[config.mk]
export PLATFORM = sky130hd
export DESIGN_NAME = attenuator_scheduler
export DESIGN_NICKNAME = d
export VERILOG_FILES = /design/src/rtl/attenuator_scheduler.sv
export SDC_FILE = /design/constraint.sdc
export NUM_CORES = 1
export LEC_CHECK = 0
export BUFFER_PORTS_ARGS = -buffer_cell sky130_fd_sc_hd__buf_4
export CELL_PAD_IN_SITES_DETAIL_PLACEMENT = 2
export CELL_PAD_IN_SITES_GLOBAL_PLACEMENT = 2
export CORE_ASPECT_RATIO = 1.75
export CORE_MARGIN = 3
export CORE_UTILIZATION = 31
export DETAILED_ROUTE_END_ITERATION = 12
export MAX_ROUTING_LAYER = met4
export PLACE_DENSITY = 0.95
export SLEW_MARGIN = 20
export SYNTH_ARGS = -nofsm -noshare
export SYNTH_HDL_FRONTEND = slang
export SYNTH_SLANG_ARGS = --single-unit
[constraint.sdc]
create_clock -name i_clk -period 3.1 [get_ports i_clk]
set_input_delay 0.465 -clock i_clk [delete_from_list [all_inputs] [get_ports i_clk]]
set_output_delay 0.465 -clock i_clk [all_outputs]
set_load 0.05 [all_outputs]
[src/rtl/attenuator_scheduler.sv]
`timescale 1ns/1ps
// attenuator_scheduler
// Round-robin shares one serial attenuator programming engine among NUM_CH
// requesters. The winner's word is presented on o_tx_data, the start strobe is
// held long enough for the slow serializer clock to see it, and the transfer is
// timed out with a fixed wait because the engine gives no done feedback.
module attenuator_scheduler #(
   parameter int NUM_CH     = 4,
   parameter int DATA_W     = 8,
   parameter int START_HOLD = 80,
   parameter int XFER_WAIT  = 480
) (
   input  logic                     i_clk,
   input  logic                     i_reset_n,
   input  logic [NUM_CH-1:0]        i_req_valid,
   input  logic [NUM_CH*DATA_W-1:0] i_req_data,
   output logic [NUM_CH-1:0]        o_req_ready,
   output logic                     o_tx_start,
   output logic [DATA_W-1:0]        o_tx_data,
   output logic [NUM_CH-1:0]        o_ch_sel,
   output logic                     o_busy,
   output logic [NUM_CH-1:0]        o_done
);

   localparam int PTR_W   = $clog2(NUM_CH);
   localparam int CNT_MAX = (START_HOLD > XFER_WAIT) ? START_HOLD : XFER_WAIT;
   localparam int CNT_W   = $clog2(CNT_MAX + 1);

   localparam logic [CNT_W-1:0] START_LOAD = CNT_W'(START_HOLD - 1);
   localparam logic [CNT_W-1:0] WAIT_LOAD  = CNT_W'(XFER_WAIT - 1);
   localparam logic [PTR_W-1:0] LAST_CH    = PTR_W'(NUM_CH - 1);
   localparam logic [PTR_W:0]   NUM_CH_EXT = (PTR_W+1)'(NUM_CH);

   typedef enum logic [2:0] {
      S_IDLE,
      S_GRANT,
      S_START,
      S_WAIT,
      S_DONE
   } state_t;

   state_t              r_state;
   state_t              w_state_nxt;
   logic [PTR_W-1:0]    r_ptr;
   logic [PTR_W-1:0]    r_win;
   logic [PTR_W-1:0]    w_pick;
   logic                w_any;
   logic [PTR_W:0]      w_idx;
   logic [CNT_W-1:0]    r_cnt;
   logic [DATA_W-1:0]   r_tx_data;
   logic [NUM_CH-1:0]   w_win_oh;

   assign w_win_oh  = {{(NUM_CH-1){1'b0}}, 1'b1} << r_win;
   assign o_tx_data = r_tx_data;

   // Round-robin pick: first valid channel at or after the pointer, wrapping.
   always_comb begin
      w_pick = '0;
      w_any  = 1'b0;
      w_idx  = '0;
      for (int i = 0; i < NUM_CH; i++) begin
         w_idx = {1'b0, r_ptr} + (PTR_W+1)'(i);
         if (w_idx >= NUM_CH_EXT) begin
            w_idx = w_idx - NUM_CH_EXT;
         end
         if (!w_any && i_req_valid[w_idx[PTR_W-1:0]]) begin
            w_any  = 1'b1;
            w_pick = w_idx[PTR_W-1:0];
         end
      end
   end

   // State register; reset abandons any transfer in flight.
   always_ff @(posedge i_clk or negedge i_reset_n) begin
      if (!i_reset_n) begin
         r_state <= S_IDLE;
      end else begin
         r_state <= w_state_nxt;
      end
   end

   // Next-state and state-decoded outputs; everything idles low in S_IDLE.
   always_comb begin
      w_state_nxt = r_state;
      o_req_ready = '0;
      o_tx_start  = 1'b0;
      o_ch_sel    = '0;
      o_busy      = 1'b1;
      o_done      = '0;
      case (r_state)
         S_IDLE: begin
            o_busy = 1'b0;
            if (w_any) begin
               w_state_nxt = S_GRANT;
            end
         end
         S_GRANT: begin
            o_req_ready = w_win_oh;
            o_ch_sel    = w_win_oh;
            w_state_nxt = S_START;
         end
         S_START: begin
            o_tx_start = 1'b1;
            o_ch_sel   = w_win_oh;
            if (r_cnt == '0) begin
               w_state_nxt = S_WAIT;
            end
         end
         S_WAIT: begin
            o_ch_sel = w_win_oh;
            if (r_cnt == '0) begin
               w_state_nxt = S_DONE;
            end
         end
         S_DONE: begin
            o_done      = w_win_oh;
            o_ch_sel    = w_win_oh;
            w_state_nxt = S_IDLE;
         end
         default: begin
            o_busy      = 1'b0;
            w_state_nxt = S_IDLE;
         end
      endcase
   end

   // Winner, pointer, phase counter and transmitted word.
   always_ff @(posedge i_clk or negedge i_reset_n) begin
      if (!i_reset_n) begin
         r_ptr     <= '0;
         r_win     <= '0;
         r_cnt     <= '0;
         r_tx_data <= '0;
      end else begin
         case (r_state)
            S_IDLE: begin
               if (w_any) begin
                  r_win <= w_pick;
               end
            end
            S_GRANT: begin
               r_tx_data <= i_req_data[r_win*DATA_W +: DATA_W];
               r_ptr     <= (r_win == LAST_CH) ? '0 : r_win + 1'b1;
               r_cnt     <= START_LOAD;
            end
            S_START: begin
               r_cnt <= (r_cnt == '0) ? WAIT_LOAD : r_cnt - 1'b1;
            end
            S_WAIT: begin
               if (r_cnt != '0) begin
                  r_cnt <= r_cnt - 1'b1;
               end
            end
            default: begin
            end
         endcase
      end
   end

endmodule

==> reports/metrics.cfg <==
[detailed_routing]
first_pass_iters=4
viasPerCell=5.734
routed_wl_um=6012
vias=1571
drt-initial-drc-count=25
wl_per_cell_um=21.94
antenna_left=0
drc_errors=0

[pwr]
ir_drop_v=0.0003644
power.net_switching_mw=1.015
comb_power_share_pct=55.8
p_leak_nw=1.012
power_frac_seq_pct=33.0
powerDensity_nw_per_um2=936.3
p_int_mw=1.032
clkPwrFrac_pct=11.2
swShare_pct=49.59

[sta]
slew_viol_final=0
rsz0062_at_grt=false
finalHoldViolCount=0
relSlewSlack_pct=52.53
fin_tns_setup_ns=0
finalCriticalPeriod_ns=2.449
setup_viol=0
worst_pin_slew_ns=0.7121
holdWs_ns=0.07723
min_period_over_period_pct=79.01
finClkSkew_ns=0.009956
fin_ws_ns=0.6507
fmax_ghz=0.4083

[placement]
placed_cells=270
gp_congestion=0.7902
hpwlAfterDp_um=4512
place_ws_ns=0.8794
place.port_buffers=59

[clock_network]
clock_sinks=24
cts_tree=built
clk_path_buf_depth=2
htreeDepth=1
cts_buffers=3
cts_resized=0
post-cts-setup-buffers=0
cts_hold_buf=0
clock-root-buffer=clkbuf_8
clock_latency_ns=0.28
path_clk_slew_ns=0.10

[grt]
track_usage_pct=22.02
grt_pass1_vias=1823
antenna_found_initial=0
grt_max_degree=25
grt_pass1_wl_um=9811
grt_overflow=0

[logic_synthesis]
yosysTopAreaCell=dfrtp_1
synth_compound_area_share_pct=13.56
synth_mux_area_share_pct=20.26
synthCells=163
synthXorXnorAreaFrac_pct=0.5331
syn_area_um2=1643
synth_warnings=0
synth_ff_type=dfrtp_1
synth_top_family_by_area=simple AND/OR/NAND/NOR gates
async_reset_ff_share_pct=100.0
synth.area.top_cells=dfrtp_1, mux4_2, mux2_2
synth_edf_count=0
avgSynthCellArea_um2=10.08
synth_fa_ha_area_share_pct=4.570
synth_seq_cells=24
synthSimpleGateAreaFrac_pct=20.64
seq_area_frac_synth_pct=36.56
synth_top_area_share_pct=36.56
ys_types=39
synth_nets=207

[final_layout]
num-fill-cells=543
nNetsFinal=265
areaGrowthSynthToFinish_pct=33.05
drive_gt1_share_pct=40.91
seq_area_um2=600.6
stdcell_count=274
antenna_cells=0
multi_input_area_um2=978.4

[setup_path]
path_class=reg2out
cp.required_ns=2.63
crit_path_max_fanout=11
worstRegToRegCells=7
setup.worst_path.end_class=primary output
crit_arrival_ns=1.98
cp-start-kind=flop

[job]
maxCapViolCount=0

[outcome]
status=finished, final reports clean

[die]
die-height_um=102.3
die_area_um2=6243
core_area_um2=5062
pin_count=60
rows=34
initial_core_util_pct=32.45
die_w_um=61.03

[min_path]
hold_path.class=in2async

==> cells in the mapped netlist, drive strengths merged, types with 4 or more instances <==
| cell | instances |
|---|---|
| dfrtp | 24 |
| nor2 | 15 |
| o21ai | 15 |
| a21oi | 10 |
| mux2 | 10 |
| and3 | 9 |
| nand2 | 9 |
| mux4 | 8 |
| inv | 7 |
| clkbuf | 6 |
| ha | 6 |
| nor3 | 5 |
| and2 | 4 |
| mux2i | 4 |
| or4 | 4 |
==> registers in the layout (all words and copies together) (netlist names) <==
name       count
r_win          2
r_cnt          9
r_ptr          2
r_state        3
o_tx_data      8
==> routing by layer <==
| metal | vias to the layer above | wire [um] | track usage (%) |
|---|---|---|---|
| met3 | 17 | 227 | 3.287 |
| met5 | - | 0 | - |
| met2 | 50 | 3377 | 38.34 |
| met1 | 789 | 2210 | 24.07 |
| met4 | 0 | 197 | 9.015 |
| li1 | 715 | - | - |
==> cell type report <==
type                    count  share of cell area (%)
inverters                   7                   1.202
well taps                  54                   3.091
flip-flops and latches     24                   27.48
multi-input cells         124                   44.76
repair buffers             61                   20.95
clock buffers               4                   2.519
==> final timing paths <==
kind                                 to  slack, ns        from
max                         o_ch_sel[3]       0.65  r_state[0]
min                        o_tx_data[3]       0.08   i_reset_n
max reg2reg                    r_cnt[6]       0.85    r_cnt[0]
min reg2reg                    r_cnt[6]       0.52    r_cnt[6]
max in group asynchronous      r_cnt[4]       2.76   i_reset_n
min in group i_clk             r_cnt[6]       0.52    r_cnt[6]
==> per-stage QoR <==
stage                     instance area (um2)  power [mW]  utilization [%]
after floorplan                          1643       1.423                -
after global placement                   2131       1.738            42.09
after detailed placement                 2131       1.820            42.09
after CTS                                2186       2.072            43.18
after global routing                     2186       2.195            43.18
final                                    2186       2.047            43.18
==> critical path: stages (launching register included) <==
cell and delay, ns:
dfrtp_1 0.54, nor2_1 0.52, xnor2_1 0.27, and2_1 0.18
buf_4 0.20
==> power groups by stage <==
stage | Sequential, mW | Clock (mW) | Combinational (mW)
floorplan | 0.756 | 0 | 0.666
global placement | 0.662 | 0 | 1.08
detailed placement | 0.680 | 0 | 1.14
CTS | 0.679 | 0.236 | 1.16
global route | 0.711 | 0.250 | 1.23
finish | 0.675 | 0.229 | 1.14
==> cell usage in the layout (no fill, tap or decap), types with 2 or more instances in the layout <==
master	n
inv_1	7
mux2i_1	4
and2_1	4
nor3b_1	2
o21ai_1	6
or3_1	2
nand2_1	9
nand3_1	2
o21ai_0	8
or4_4	2
and3_1	9
mux4_2	8
a21oi_1	9
buf_4	61
nand2b_1	3
a211oi_1	2
nor2_1	15
ha_1	6
nor3_1	5
mux2_2	10
or4_1	2
clkbuf_8	4
dfrtp_1	24
nand3b_1	2
==> logic make-up (layout without fill, tap and decap cells) <==
kind of cell | count (synthesis) | count (layout)
muxes | 22 | 22
adders and majority gates | 6 | 6
and+or+nand+nor | 60 | 60
buffers and inverters | 15 | 72
DFF | 24 | 24
xor gates and xnor gates | 1 | 1
AOI/OAI and AO/OA | 35 | 35
No activity file was read; power rests on OpenSTA's default activity.
